==> src/rtl/ps2_event_sequencer.sv <==
// ps2_event_sequencer
//   Drains the ps2_keyboard scan-code FIFO one byte every three cycles,
//   decodes E0/F0 prefixes, suppresses typematic repeats, tracks the held
//   key and a make counter, and queues complete key events for a consumer.
//
// Ports
//   clk          in   1   system clock
//   clrn         in   1   asynchronous active-low reset
//   ready        in   1   keyboard FIFO non-empty, data valid while high
//   data         in   8   scan byte at keyboard FIFO head
//   nextdata_n   out  1   active-low pop strobe to keyboard FIFO (registered)
//   ev_valid     out  1   event queue non-empty
//   ev_ready     in   1   consumer takes ev_data when ev_valid & ev_ready
//   ev_data      out  10  {brk, ext, code[7:0]} at queue head
//   key_held     out  1   a key is currently held
//   held_code    out  8   code of held key, 0 when none
//   held_ext     out  1   held key carried the E0 prefix
//   key_count    out  8   accepted make events, wraps
//   ev_overflow  out  1   sticky: an event was dropped on a full queue
module ps2_event_sequencer #(
    parameter int unsigned DEPTH       = 8,
    parameter int unsigned TIMEOUT_CYC = 1000000
) (
    input  logic       clk,
    input  logic       clrn,
    input  logic       ready,
    input  logic [7:0] data,
    output logic       nextdata_n,
    output logic       ev_valid,
    input  logic       ev_ready,
    output logic [9:0] ev_data,
    output logic       key_held,
    output logic [7:0] held_code,
    output logic       held_ext,
    output logic [7:0] key_count,
    output logic       ev_overflow
);

    localparam int unsigned AW       = $clog2(DEPTH);
    localparam int unsigned TW       = (TIMEOUT_CYC > 2) ? $clog2(TIMEOUT_CYC) : 1;
    localparam int unsigned TMO_LAST = (TIMEOUT_CYC == 0) ? 0 : TIMEOUT_CYC - 1;

    typedef enum logic [1:0] {
        S_IDLE,
        S_POP,
        S_GAP
    } state_t;

    state_t         r_state;
    state_t         w_state_nxt;
    logic           w_nextdata_n_nxt;
    logic           w_latch;
    logic           w_proc;

    logic           r_nextdata_n;
    logic [7:0]     r_byte;
    logic           r_ext_p;
    logic           r_brk_p;
    logic [TW-1:0]  r_tmo;

    logic           r_key_held;
    logic [7:0]     r_held_code;
    logic           r_held_ext;
    logic [7:0]     r_key_count;
    logic           r_ev_overflow;

    logic [9:0]     r_mem [DEPTH];
    logic [AW-1:0]  r_wr;
    logic [AW-1:0]  r_rd;
    logic [AW:0]    r_cnt;

    logic           w_is_e0;
    logic           w_is_f0;
    logic           w_discard;
    logic           w_cand;
    logic           w_match;
    logic           w_repeat;
    logic           w_push;
    logic           w_make;
    logic           w_break;
    logic [9:0]     w_ev;
    logic           w_full;
    logic           w_pop;
    logic           w_wr;
    logic           w_drop;
    logic           w_tmo_hit;

    // ---------------- handshake FSM ----------------
    always_ff @(posedge clk or negedge clrn) begin
        if (!clrn) r_state <= S_IDLE;
        else       r_state <= w_state_nxt;
    end

    always_comb begin
        w_state_nxt = r_state;
        case (r_state)
            S_IDLE:  if (ready) w_state_nxt = S_POP;
            S_POP:   w_state_nxt = S_GAP;
            S_GAP:   w_state_nxt = S_IDLE;
            default: w_state_nxt = S_IDLE;
        endcase
    end

    always_comb begin
        w_latch          = (r_state == S_IDLE) && ready;
        w_nextdata_n_nxt = !w_latch;
        w_proc           = (r_state == S_POP);
    end

    always_ff @(posedge clk or negedge clrn) begin
        if (!clrn) begin
            r_nextdata_n <= 1'b1;
            r_byte       <= '0;
        end else begin
            r_nextdata_n <= w_nextdata_n_nxt;
            if (w_latch) r_byte <= data;
        end
    end

    // ---------------- byte decode ----------------
    always_comb begin
        w_is_e0   = (r_byte == 8'hE0);
        w_is_f0   = (r_byte == 8'hF0);
        w_discard = !r_ext_p && !r_brk_p &&
                    ((r_byte == 8'hAA) || (r_byte == 8'hFA) || (r_byte == 8'hFE));
        w_cand    = w_proc && !w_is_e0 && !w_is_f0 && !w_discard;
        w_ev      = {r_brk_p, r_ext_p, r_byte};
        w_match   = r_key_held && ({r_held_ext, r_held_code} == {r_ext_p, r_byte});
        w_repeat  = !r_brk_p && w_match;
        w_push    = w_cand && !w_repeat;
        w_make    = w_push && !r_brk_p;
        w_break   = w_push && r_brk_p;
        w_tmo_hit = (TIMEOUT_CYC != 0) && (r_ext_p || r_brk_p) &&
                    (r_tmo == TW'(TMO_LAST));
    end

    // Processing a byte takes priority over a timeout landing in the same cycle.
    always_ff @(posedge clk or negedge clrn) begin
        if (!clrn) begin
            r_ext_p <= 1'b0;
            r_brk_p <= 1'b0;
            r_tmo   <= '0;
        end else if (w_proc) begin
            r_tmo <= '0;
            if (w_is_e0)      r_ext_p <= 1'b1;
            else if (w_is_f0) r_brk_p <= 1'b1;
            else if (w_cand) begin
                r_ext_p <= 1'b0;
                r_brk_p <= 1'b0;
            end
        end else if (w_tmo_hit) begin
            r_ext_p <= 1'b0;
            r_brk_p <= 1'b0;
            r_tmo   <= '0;
        end else if (r_ext_p || r_brk_p) begin
            r_tmo <= r_tmo + TW'(1);
        end
    end

    // Held state and counter update even when the queue drops the event.
    always_ff @(posedge clk or negedge clrn) begin
        if (!clrn) begin
            r_key_held  <= 1'b0;
            r_held_code <= '0;
            r_held_ext  <= 1'b0;
            r_key_count <= '0;
        end else if (w_make) begin
            r_key_held  <= 1'b1;
            r_held_code <= r_byte;
            r_held_ext  <= r_ext_p;
            r_key_count <= r_key_count + 8'd1;
        end else if (w_break && w_match) begin
            r_key_held  <= 1'b0;
            r_held_code <= '0;
            r_held_ext  <= 1'b0;
        end
    end

    // ---------------- event queue ----------------
    always_comb begin
        w_full = (r_cnt == (AW+1)'(DEPTH));
        w_pop  = ev_valid && ev_ready;
        w_wr   = w_push && (!w_full || w_pop);
        w_drop = w_push && w_full && !w_pop;
    end

    always_ff @(posedge clk) begin
        if (w_wr) r_mem[r_wr] <= w_ev;
    end

    always_ff @(posedge clk or negedge clrn) begin
        if (!clrn) begin
            r_wr          <= '0;
            r_rd          <= '0;
            r_cnt         <= '0;
            r_ev_overflow <= 1'b0;
        end else begin
            if (w_wr)   r_wr <= r_wr + AW'(1);
            if (w_pop)  r_rd <= r_rd + AW'(1);
            if (w_wr && !w_pop)      r_cnt <= r_cnt + (AW+1)'(1);
            else if (!w_wr && w_pop) r_cnt <= r_cnt - (AW+1)'(1);
            if (w_drop) r_ev_overflow <= 1'b1;
        end
    end

    // Head entry is masked while empty so the output reads 0 after reset.
    always_comb begin
        ev_valid = (r_cnt != '0);
        ev_data  = ev_valid ? r_mem[r_rd] : '0;
    end

    always_comb begin
        nextdata_n  = r_nextdata_n;
        key_held    = r_key_held;
        held_code   = r_held_code;
        held_ext    = r_held_ext;
        key_count   = r_key_count;
        ev_overflow = r_ev_overflow;
    end

endmodule

==> config.mk <==
export PLATFORM = sky130hd
export DESIGN_NAME = ps2_event_sequencer
export DESIGN_NICKNAME = d
export VERILOG_FILES = /design/src/rtl/ps2_event_sequencer.sv
export SDC_FILE = /design/constraint.sdc
export NUM_CORES = 1
export LEC_CHECK = 0
export BUFFER_PORTS_ARGS = -buffer_cell sky130_fd_sc_hd__buf_2
export CAP_MARGIN = 20
export CORE_ASPECT_RATIO = 1.5
export CORE_MARGIN = 4
export CORE_UTILIZATION = 40
export CTS_CLUSTER_SIZE = 28
export DETAILED_ROUTE_END_ITERATION = 6
export MAX_ROUTING_LAYER = met4
export SLEW_MARGIN = 10
export SYNTH_ARGS = -nofsm -noshare
export SYNTH_HDL_FRONTEND = slang
export SYNTH_SLANG_ARGS = --single-unit
==> constraint.sdc <==
create_clock -name clk -period 3.1 [get_ports clk]
set_clock_uncertainty 0.05 [all_clocks]
set_input_delay 0.155 -clock clk [delete_from_list [all_inputs] [get_ports clk]]
set_output_delay 0.155 -clock clk [all_outputs]
set_load 0.01 [all_outputs]
# Word-level counts from Yosys, hierarchy flattened
# Memories as Yosys holds them, arrays and structs flattened.
# Cells that the tools add are included.
[totals] elab_cells=99 ramBits=80 reg_bits=62 memories=1 out_inout_bits=31 in_bits=12
[memory_table] memory="r_mem" words=8 word_bits=10 rd=1 rd_clocked_by_memory_dff=0 write_ports=1 line_no="67" rtl="logic [9:0] r_mem [DEPTH];"
[op_classes] n_reduce_logical=41 muxes=23 add_sub_neg=6 n_eq_ne=14
[ops] operator="20-bit 2-to-1 mux" count=3
[ops] operator="8-bit == test, second input constant" count=5
[ops] operator="20-bit by 1-bit adder with 20-bit output, second input constant" count=1
[ops] operator="20-bit == test, second input constant" count=1
[ops] operator="1-bit logical AND" count=19
[ops] operator="8-bit 2-to-1 mux" count=2
[ops] operator="1-bit 2-to-1 mux" count=13
[ops] operator="1-bit zero test" count=10
[ops] operator="10-bit 2-to-1 mux" count=1
[ops] operator="9-bit == test" count=1
[ops] operator="8-bit by 1-bit adder with 8-bit output, second input constant" count=1
[ops] operator="4-bit 2-to-1 mux" count=2
[ops] operator="3-bit by 1-bit adder with 3-bit output, second input constant" count=2
[ops] operator="3-bit by 1-bit inequality test with 1-bit output, second input constant" count=2
[ops] operator="3-bit AND reduction" count=2
[ops] operator="2-bit nonzero test" count=3
[ops] operator="4-bit by 1-bit adder with 4-bit output, second input constant" count=1
[ops] operator="4-bit == test, second input constant" count=1
[ops] operator="1-bit logical OR" count=4
[ops] operator="2-bit inequality test, second input constant" count=2
[ops] operator="2-bit case mux with 2 select lines" count=1
[ops] operator="4-bit nonzero test" count=1
[ops] operator="4-bit by 1-bit subtractor with 4-bit output, second input constant" count=1
[ops] operator="3-bit inequality test, second input constant" count=1
[ops] operator="other kinds (4)" count=4

# Logic depth before layout (Yosys ltp)
[logic_depth] depth_word=12 ltp_mapped=15 depth_no_buf=13

# Least setup slack after synthesis
# No wires, ideal clock.
[synth_path] path_kind="flip-flop to flip-flop" from="register r_ext_p" to="register r_cnt[3]" n_path_buf=2 synth_period_minus_slack_ns=3.196 required_time_ns=2.925 t_arrival_ns=3.021 slack_ns=-0.096 setup_ns=0.125 path_stages_with_launch=16 path_cell_list="dfrtp_1 > buf_2 > xnor2_1 > nand4_1 > or4_1 > buf_2 > o211ai_4 > inv_2 > ha_1 > inv_1 > ha_1 > a21o_1 > a21oi_1 > xnor2_1 > nor2_1 > xor2_1"
[synth_between] elab_chain_cells=10 word_cells_on_any_way=16 cone_classes="1 x eq/ne; 1 x mux; 14 x reduce/logical"
[synth_lines] item="start, declared" line_no="57" rtl="logic r_ext_p;"
[synth_lines] item="start signal, assigned" line_no="140" rtl="r_ext_p <= 1'b0;"
[synth_lines] item="start signal, assigned" line_no="145" rtl="if (w_is_e0) r_ext_p <= 1'b1;"
[synth_lines] item="start signal, assigned" line_no="148" rtl="r_ext_p <= 1'b0;"
[synth_lines] item="parallel branches: the longest is 5 deep, another holds 9-bit == test"
[synth_lines] item="1-bit logical AND *" line_no="130" rtl="w_push = w_cand && !w_repeat;"
[synth_lines] item="1-bit logical AND *" line_no="183" rtl="w_wr = w_push && (!w_full || w_pop);"
[synth_lines] item="via w_wr" line_no="84" rtl="logic w_wr;"
[synth_lines] item="1-bit zero test" line_no="201" rtl="else if (!w_wr && w_pop) r_cnt <= r_cnt - (AW+1)'(1);"
[synth_lines] item="1-bit logical AND" line_no="201"
[synth_lines] item="2-bit nonzero test (no source line)"
[synth_lines] item="end signal, assigned" line_no="200" rtl="if (w_wr && !w_pop) r_cnt <= r_cnt + (AW+1)'(1);"
[synth_lines] item="end signal, assigned" line_no="201"
[synth_lines] item="end, declared" line_no="70" rtl="logic [AW:0] r_cnt;"
# Mark *: on every way through the listed nets, which the timed path passes.
# A chain may end at the register's enable or synchronous reset.

# Worst setup path after layout
[layout_path] from="register r_held_code[3], in the netlist held_code[3]" to="register r_cnt[3]"
[layout_between] elab_chain_cells=9 word_cells_on_any_way=11 cone_classes="1 x eq/ne; 1 x mux; 9 x reduce/logical"
[layout_lines] item="start, declared" line_no="62" rtl="logic [7:0] r_held_code;"
[layout_lines] item="start signal, assigned" line_no="169" rtl="r_held_code <= r_byte;"
[layout_lines] item="9-bit == test *" line_no="128" rtl="w_match = r_key_held && ({r_held_ext, r_held_code} == {r_ext_p, r_byte});"
[layout_lines] item="1-bit logical AND *" line_no="128"
[layout_lines] item="1-bit logical AND *" line_no="129" rtl="w_repeat = !r_brk_p && w_match;"
[layout_lines] item="1-bit zero test *" line_no="130"
[layout_lines] item="1-bit logical AND *" line_no="130"
[layout_lines] item="1-bit logical AND *" line_no="183"
[layout_lines] item="via w_wr" line_no="84"
[layout_lines] item="1-bit zero test" line_no="201"
[layout_lines] item="1-bit logical AND" line_no="201"
[layout_lines] item="2-bit nonzero test (no source line)"
# Mark *: on every way through the listed nets, which the timed path passes. The rest lies on a longest branch.

==> key figures <==
Finish
  • Synth-to-layout area growth: 21.0%
  • Layout cells sized above 1: 29.3%
  • Nets: 542
  • Diode count: 0
  • Non-Filler Instances: 734
  • Final core occ: 49.8%

Route
  • Final antenna-violating net count: 0
  • Routed WL: 13.7 mm
  • DR pass1 iterations: 4
  • Via count: 3931
  • DRT iter0 DRCs: 182
  • DRC: 0
  • WL/cell: 18.6 um
  • DR vias/cell: 5.36

Setup path
  • CP Buf/Inv Count: 2
  • CP max stage delay: 590 ps
  • R2R cell count: 13
  • Crit path max fanout: 5
  • Arr. time, crit path: 3220 ps
  • CP Cell Sequence: xnor2_1 -> nand4_1 -> or4_4 -> o211ai_4 -> inv_2 -> ha_2 -> inv_2 -> ha_1 -> a21o_1 -> a21oi_2 -> xnor2_1 -> nor2_1 -> xor2_1
  • Worst path top cell family by delay: simple AND/OR/NAND/NOR gates
  • Critical Path Stages: 13
  • CP max-delay cell: or4_4
  • R2R Path End: r_cnt[3]$_DFFE_PN0P_
  • Setup Crit Path Kind: reg2reg
  • CP startpoint kind: flip-flop
  • Register-to-Register Setup Slack: 130 ps
  • Worst reg2reg startpoint: held_code[3]$_DFFE_PN0P_
  • Crit. End Element: flip-flop
  • Critical path required time: 3340 ps

STA
  • Final Cycle Share: 95.9%
  • RSZ-0062 raised after global routing: no
  • Hold Slack: 208 ps
  • Final Hold Viols: 0
  • Slew of the pin with the lowest slew margin: 787 ps
  • Final min period: 2970 ps
  • Setup violation total in the final timing report: 0
  • Setup TNS Final: 0 ps
  • Final max-slew violation count: 0
  • Max Fclk: 0.336 GHz
  • Slew headroom: 47.1%

Worst hold path
  • Worst hold path type: in2async

CTS
  • Clock root buffer: clkbuf_16
  • Clock buffer depth: 2
  • Clock-pin transition on the worst setup and hold timing paths: 60 ps
  • Cts bufs inserted: 17
  • Clock sinks: 142
  • Clock latency on the worst-skew pair: 420 ps
  • Htree depth: 4
  • TritonCTS clock tree: done

Global routing
  • Vias in the first global route: 4261
  • Total gr overflow: 0
  • Pin count of the biggest net entering global routing: 40
  • Tot GR Track Use: 17.2%
  • Initial antenna violation count: 0
  • First-pass GRT wire length: 22.6 mm

Power
  • Switching part of the total: 32.5%
  • LEAKAGE: 0.00290 uW
  • Flop pwr share: 41.2%
  • Final Total Pwr: 6530 uW
  • Pint: 4410 uW
  • Switching power total: 2120 uW
  • Clock Power Share: 29.6%
  • Logic pwr share: 29.2%
  • Pwr per Cell Area: 861 nW/um2
  • Peak supply drop: 0.000436 V

Synthesis
  • Synth Area in Compound Gates: 3.34%
  • Post-Synth XOR/XNOR Area: 6.01%
  • Synthesized flop and latch total: 142
  • Synth Area in Adders: 1.72%
  • Largest family of logic cells by synthesized area: simple AND/OR/NAND/NOR gates
  • Count leader, synth: edfxtp_1
  • Fraction of registers with async set or reset after synthesis: 43.7%
  • Warnings, synthesis: 0
  • Cell accounting for the most synthesized area: edfxtp_1
  • Synth cell count leaders: 80 x edfxtp_1, 61 x dfrtp_1, 35 x nor2_1
  • Post-synthesis cell type count: 47
  • Synth top area share: 38.4%
  • Top_reg_cell synth: edfxtp_1
  • Share of cell area taken by muxes after synthesis: 11.2%
  • Synthesized area per cell: 14.1 um2
  • Cells after Synth: 445
  • Number of synthesized flops with an enable pin: 80
  • Mapped cell area: 6260 um2
  • Syn nets: 465
  • Register area share after synthesis: 63.1%
  • Post-synthesis simple-gate area fraction: 12.4%
  • Top cells by area, synth: edfxtp_1 38%, dfrtp_1 24%, mux4_2 7.2%, xor2_1 3.2%, xnor2_1 2.8%

Die
  • Die Y: 161 um
  • Core footprint: 15200 um2
  • Die X: 110 um
  • Initial Util: 41.2%
  • # rows: 55
  • Num ports: 43
  • Die area: 17800 um2

Placement
  • Number of buffers added on ports: 42
  • Dpl hpwl: 9.43 mm
  • Placed Instances: 690
  • Gpl congestion: 0.814

Job
  • Max-cap violation count: 0

Outcome
  • Outcome: finished clean
==> cell families (layout without fill, tap and decap cells) <==
logic type,after synthesis,count (layout)
flops,142,142
xor+xnor,43,43
compound gates,27,27
buf+inv,34,124
fa+ha+maj,8,8
mux,43,43
simple gates,148,148
==> flip-flops by register name, indices dropped and copies added (netlist names) <==
signal / flops
r_mem: 80
r_tmo: 20
held_code: 8
key_count: 8
r_byte: 8
r_cnt: 4
r_rd: 3
r_wr: 3
r_state: 2
ev_overflow: 1
held_ext: 1
key_held: 1
nextdata_n: 1
r_brk_p: 1
r_ext_p: 1
==> area by class of cell <==
type / count / area [um2]
multi-input cells: 269 / 2230
well taps: 199 / 249
fillers: 1315 / 7630
clock buffers: 18 / 429
inverters: 9 / 33.8
clock inverters: 14 / 134
repair buffers: 83 / 546
flip-flops and latches: 142 / 3960
==> power by group through the flow <==
| stage | Sequential [uW] | Combinational, uW | Clock, uW |
|---|---|---|---|
| finish | 2690 | 1910 | 1930 |
| global route | 2740 | 2120 | 2070 |
| CTS | 2700 | 1940 | 1980 |
| detailed placement | 2740 | 1920 | 0 |
| global placement | 2710 | 1890 | 0 |
| floorplan | 2680 | 1250 | 0 |
==> worst max-delay path by stage <==
stage	to	slack, ps	from
after floorplan	r_mem[2][0]$_DFFE_PP_	-40	r_brk_p$_DFFE_PN0P_
after global placement	r_cnt[3]$_DFFE_PN0P_	130	r_byte[2]$_DFFE_PN0P_
after detailed placement	r_cnt[3]$_DFFE_PN0P_	40	r_byte[5]$_DFFE_PN0P_
after CTS	r_cnt[3]$_DFFE_PN0P_	5	r_byte[5]$_DFFE_PN0P_
after global routing	r_cnt[3]$_DFFE_PN0P_	1	r_byte[2]$_DFFE_PN0P_
final	r_cnt[3]$_DFFE_PN0P_	130	held_code[3]$_DFFE_PN0P_
==> what timing repair did <==
| action | in CTS | in global routing |
|---|---|---|
| resized for setup | 0 | 5 |
| endpoints found under the hold margin | 32 | 0 |
| setup buffers | 0 | 1 |
| endpoints found under the setup margin | 0 | 1 |
| hold buffers | 11 | 0 |
==> stage by stage <==
step / setup slack (ps) / area, um2
after floorplan: -36.1 / 6280
after global placement: 135 / 6880
after detailed placement: 35.4 / 6880
after CTS: 4.94 / 7550
after global routing: 1.07 / 7580
final: 126 / 7580
==> placed cells by master (no fill, tap or decap), types with 11 or more instances in the layout <==
cell           count
edfxtp_1          80
dfrtp_1           60
buf_2             42
nor2_1            34
buf_4             30
nand3_1           29
xor2_1            23
mux4_2            20
xnor2_1           19
nand2_1           18
nand4_1           17
clkbuf_16         17
mux2i_1           11
mux2_2            11
dlygate4sd3_1     11
==> routing by layer <==
| layer | GRT usage (%) | vias up | routed length [um] |
|---|---|---|---|
| li1 | - | 1824 | - |
| met1 | 19.7 | 2018 | 5520 |
| met2 | 29.6 | 68 | 7530 |
| met3 | 3.52 | 21 | 377 |
| met4 | 5.83 | 0 | 240 |
| met5 | - | - | 0 |
No activity file was read; power rests on OpenSTA's default activity.
